File: config.mk
export PLATFORM = sky130hd
export DESIGN_NAME = audio_source_arbiter
export DESIGN_NICKNAME = d
export VERILOG_FILES = /design/src/rtl/audio_source_arbiter.sv
export SDC_FILE = /design/constraint.sdc
export NUM_CORES = 1
export LEC_CHECK = 0
export ABC_AREA = 1
export CORE_ASPECT_RATIO = 2
export CORE_MARGIN = 2
export CORE_UTILIZATION = 39
export DETAILED_ROUTE_END_ITERATION = 10
export PLACE_DENSITY = 0.81
export SYNTH_ARGS = -nofsm -noshare
export SYNTH_HDL_FRONTEND = slang
export SYNTH_SLANG_ARGS = --single-unit
File: constraint.sdc
create_clock -name clk -period 1.9 [get_ports clk]
set_clock_uncertainty 0.1 [all_clocks]
set_input_delay 0.285 -clock clk [delete_from_list [all_inputs] [get_ports clk]]
set_output_delay 0.285 -clock clk [all_outputs]
set_load 0.05 [all_outputs]
File: src/rtl/audio_source_arbiter.sv
// Frame-synchronous arbiter between a music source (0) and an alert source (1) feeding speaker_control.
// Optional AUDIO_ARB_MIX_EN: both-valid frames enter MIX and output the saturated per-channel sum.
//
// state | meaning
// IDLE  | silence; nothing consumed this frame (mute, underflow, or after reset)
// PLAY0 | music sample from src0 presented for this frame
// PLAY1 | alert sample from src1 presented for this frame
// MIX   | saturated src0+src1 presented for this frame (AUDIO_ARB_MIX_EN only)
module audio_source_arbiter #(
    parameter int SYNC_STAGES = 2
) (
    input  logic        clk,
    input  logic        rst,
    input  logic        audio_ws,
    input  logic        mute,
    input  logic        src0_valid,
    input  logic [15:0] src0_left,
    input  logic [15:0] src0_right,
    input  logic        src1_valid,
    input  logic [15:0] src1_left,
    input  logic [15:0] src1_right,
    output logic        src0_ready,
    output logic        src1_ready,
    output logic [15:0] audio_out_left,
    output logic [15:0] audio_out_right,
    output logic [1:0]  grant,
    output logic [7:0]  underflow_cnt
);

    typedef enum logic [1:0] {
        IDLE  = 2'b00,
        PLAY0 = 2'b01,
        PLAY1 = 2'b10,
        MIX   = 2'b11
    } state_t;

    state_t                 state, state_nxt;
    logic [SYNC_STAGES-1:0] ws_sync;
    logic                   ws_prev;
    logic                   frame_tick;
    logic [15:0]            left_nxt, right_nxt;
    logic [7:0]             uf_nxt;

    // Synchronizer resets high so reset release never looks like a falling edge.
    always_ff @(posedge clk or negedge rst) begin
        if (!rst) begin
            ws_sync    <= '1;
            ws_prev    <= 1'b1;
            frame_tick <= 1'b0;
        end else begin
            ws_sync    <= {ws_sync[SYNC_STAGES-2:0], audio_ws};
            ws_prev    <= ws_sync[SYNC_STAGES-1];
            frame_tick <= ws_prev & ~ws_sync[SYNC_STAGES-1];
        end
    end

`ifdef AUDIO_ARB_MIX_EN
    function automatic logic [15:0] sat_add(input logic [15:0] a, input logic [15:0] b);
        logic [16:0] sum;
        sum = {a[15], a} + {b[15], b};
        if (sum[16] != sum[15]) begin
            return sum[16] ? 16'h8000 : 16'h7FFF;
        end
        return sum[15:0];
    endfunction
`endif

    always_comb begin
        state_nxt  = state;
        left_nxt   = audio_out_left;
        right_nxt  = audio_out_right;
        uf_nxt     = underflow_cnt;
        src0_ready = 1'b0;
        src1_ready = 1'b0;
        if (frame_tick) begin
            if (mute) begin
                state_nxt = IDLE;
                left_nxt  = 16'h0000;
                right_nxt = 16'h0000;
            end
`ifdef AUDIO_ARB_MIX_EN
            else if (src1_valid && src0_valid) begin
                state_nxt  = MIX;
                src0_ready = 1'b1;
                src1_ready = 1'b1;
                left_nxt   = sat_add(src0_left, src1_left);
                right_nxt  = sat_add(src0_right, src1_right);
            end
`endif
            else if (src1_valid) begin
                state_nxt  = PLAY1;
                src1_ready = 1'b1;
                left_nxt   = src1_left;
                right_nxt  = src1_right;
            end else if (src0_valid) begin
                state_nxt  = PLAY0;
                src0_ready = 1'b1;
                left_nxt   = src0_left;
                right_nxt  = src0_right;
            end else begin
                state_nxt = IDLE;
                left_nxt  = 16'h0000;
                right_nxt = 16'h0000;
                // Only a frame that had audio and lost it counts; silent stretches do not.
                if (state != IDLE && underflow_cnt != 8'hFF) begin
                    uf_nxt = underflow_cnt + 8'd1;
                end
            end
        end
    end

    always_ff @(posedge clk or negedge rst) begin
        if (!rst) begin
            state           <= IDLE;
            audio_out_left  <= 16'h0000;
            audio_out_right <= 16'h0000;
            underflow_cnt   <= 8'h00;
        end else begin
            state           <= state_nxt;
            audio_out_left  <= left_nxt;
            audio_out_right <= right_nxt;
            underflow_cnt   <= uf_nxt;
        end
    end

    assign grant = state;

endmodule
==> results.toml <==
[layout]
layout_common_cells = "nand2_1, clkdlybuf4s50_1, dfrtp_1"
syn_to_final_growth_pct = 61.03
finalCoreUtilization_pct = 65.60
finalNonFillerCells = 435
final_common_cell = "nand2_1"
antenna_cells = 0
nets = 447
drive_gt1_share_pct = 12.47

[power_and_ir_drop]
power_frac_comb_pct = 31.9
sw_frac_of_total_pct = 34.05
p_leak_uw = 0.001608
intPower_uw = 1693
power_frac_seq_pct = 44.4
p_clk_share_pct = 23.6
p_per_area_nw_per_um2 = 761.3
ir_worst_vdd_mv = 0.6676
p_switching_uw = 873.8

[worst_setup_path]
path_max_fanout = 2
path_buf_inv = 1
critical_path_arrival_ps = 1470
cp-start-kind = "flip-flop"
slowest_stage = "clkdlybuf4s50_1"
ff2ff_path_depth = 3
slowest_delay_ps = 810
r2r-end = "audio_out_right[0]"
worstReg2RegStart = "frame_tick"
crit_family = "buffers and inverters"
rrSetupSlack_ps = 320
cp-end-kind = "output port"
crit_required_ps = 1510
path_class = "flip-flop to output port"
path_cells = "clkdlybuf4s50_1"

[drt]
wl_per_cell_um = 13.60
drc = 0
num_vias = 2080
drtAntennaViolNets = 0
via_per_inst = 4.782
drtIter0Drc = 85
first_pass_iters = 4
wl_um = 5914

[global_route]
antenna_found_initial = 0
grt_max_degree = 40
grt_pass1_wl_um = 9397
track_usage_pct = 20.01
grt_pass1_vias = 2075
overflow = 0

[placed_design]
io_buffer_count = 113
dp_hpwl_um = 4519
place_inst = 426
gp_congestion = 0.8336

[sta]
tns_ps = 0
fin_crit_sh_pct = 97.63
max_freq_mhz = 539.1
maxSlewViolCount = 0
tightestPinTransition_ps = 974.5
rsz0062_at_grt = "no"
maxSlewHeadroom_pct = 34.96
whs_ps = 259.2
period_needed_ps = 1855
finalHoldViolCount = 0
setup_viol = 0

[flow_run]
drv_cap = 0

[logic_synthesis]
yosys_warnings = 0
synthesis.area_um2 = 2093
ys_types = 23
yosys_most_used_dff = "dfrtp_1"
syn_area_per_cell_um2 = 8.113
synth.net_count = 329
synth_seq_area_share_pct = 55.17
synth-seq-cells = 46
synthArstFlopShare_pct = 100.0
syn_inst = 258
synth_edf_count = 0

[die]
core_um2 = 5139
die_w_um = 55.81
start_util_pct = 40.74
rows = 37
die_area_um2 = 6005
fp.dieH_um = 107.6
ios = 114

[cts]
cts.sinks = 46
clkSlewWorstSetupHoldPaths_ps = 90
numCtsBuffers = 5
cts_tree = "built"
clockBufferDepth = 2
cts-root-buf = "clkbuf_8"
post_cts_buffers = 0
htreeDepth = 2
insertion_delay_ps = 290

[hold_path]
min_path_type = "flip-flop to flip-flop"
hold-path-endpoint = "ws_sync[1]"
hold_depth = 0
min_from = "ws_sync[0]"

[status]
status = "completed"
## layer usage
layer,vias to the layer above,GRT usage (%),part of all wire [%]
li1,1037,-,-
met1,954,22.63,36
met2,74,36.73,57
met3,15,2.524,3.7
met4,0,8.885,3.3
met5,-,0,0
## metrics by stage
step	setup WS [ps]	total power [uW]	instance area, um^2
detailed placement	102.5	1984	3269
global placement	149.5	1974	3269
global route	0.6698	2687	3371
CTS	28.21	2593	3371
floorplan	163.9	1596	2093
finish	44.96	2566	3371
## timing repair
action | CTS | global route
endpoints found under the hold margin | 7 | 0
gates resized for setup | 0 | 0
hold buffers | 1 | 0
## cell usage after synthesis, types with 2 or more instances
library cell | n | area share, %
clkbuf_1 | 3 | 0.54
dfrtp_1 | 43 | 51
dfstp_2 | 3 | 3.8
nor2_2 | 2 | 0.60
nor2_1 | 7 | 1.3
nand2_1 | 135 | 24
xor2_1 | 2 | 0.84
buf_6 | 3 | 1.6
nand3_1 | 33 | 7.9
buf_2 | 3 | 0.72
inv_1 | 11 | 2.0
nand3b_1 | 2 | 0.72
## final cells by class
type / instances / area (um^2)
repair buffers: 120 / 1174
fillers: 431 / 1768
inverters: 12 / 45.04
clock buffers: 7 / 86.33
well taps: 58 / 72.57
multi-input cells: 191 / 833.3
flip-flops and latches: 46 / 1155
clock inverters: 1 / 5.005
## worst register-to-register path, cell delays in order, from the launching register on
cell	delay [ps]
dfrtp_1	430
inv_1	720
nand2_1	140
nand3_1	120
## state kept, by name, summed over array words and instances (netlist names)
| register | count |
|---|---|
| frame_tick | 1 |
| underflow_cnt | 8 |
| grant | 2 |
| ws_prev | 1 |
| audio_out_right | 16 |
| ws_sync | 2 |
| audio_out_left | 16 |
## power groups by stage
stage | Sequential [uW] | Combinational (uW) | Clock [uW]
final | 1140 | 819 | 607
after global routing | 1150 | 866 | 667
after CTS | 1140 | 830 | 623
after detailed placement | 1160 | 826 | 0
after global placement | 1160 | 818 | 0
after floorplan | 1470 | 128 | 0
## cell families (layout without fill, tap and decap cells)
family          Yosys count  count (layout)  synth area share (%)
buf+inv                  21             140                 5.020
xor+xnor                  3               3                 1.255
fa+ha+maj                 1               1                0.5976
compound gates            3               3                0.8967
flops                    46              46                 55.17
simple gates            184             184                 37.06
## how the worst max path moves through the flow
stage                                   from                 end  depth (start not counted)
final                     audio_out_right[9]  audio_out_right[9]                          1
after global routing      audio_out_right[5]  audio_out_right[5]                          1
after CTS                 audio_out_right[9]  audio_out_right[9]                          1
after detailed placement                mute   audio_out_left[8]                          7
after global placement            src0_valid  audio_out_right[6]                          6
after floorplan             underflow_cnt[0]    underflow_cnt[4]                          8
Power figures use the tool's default switching activity.
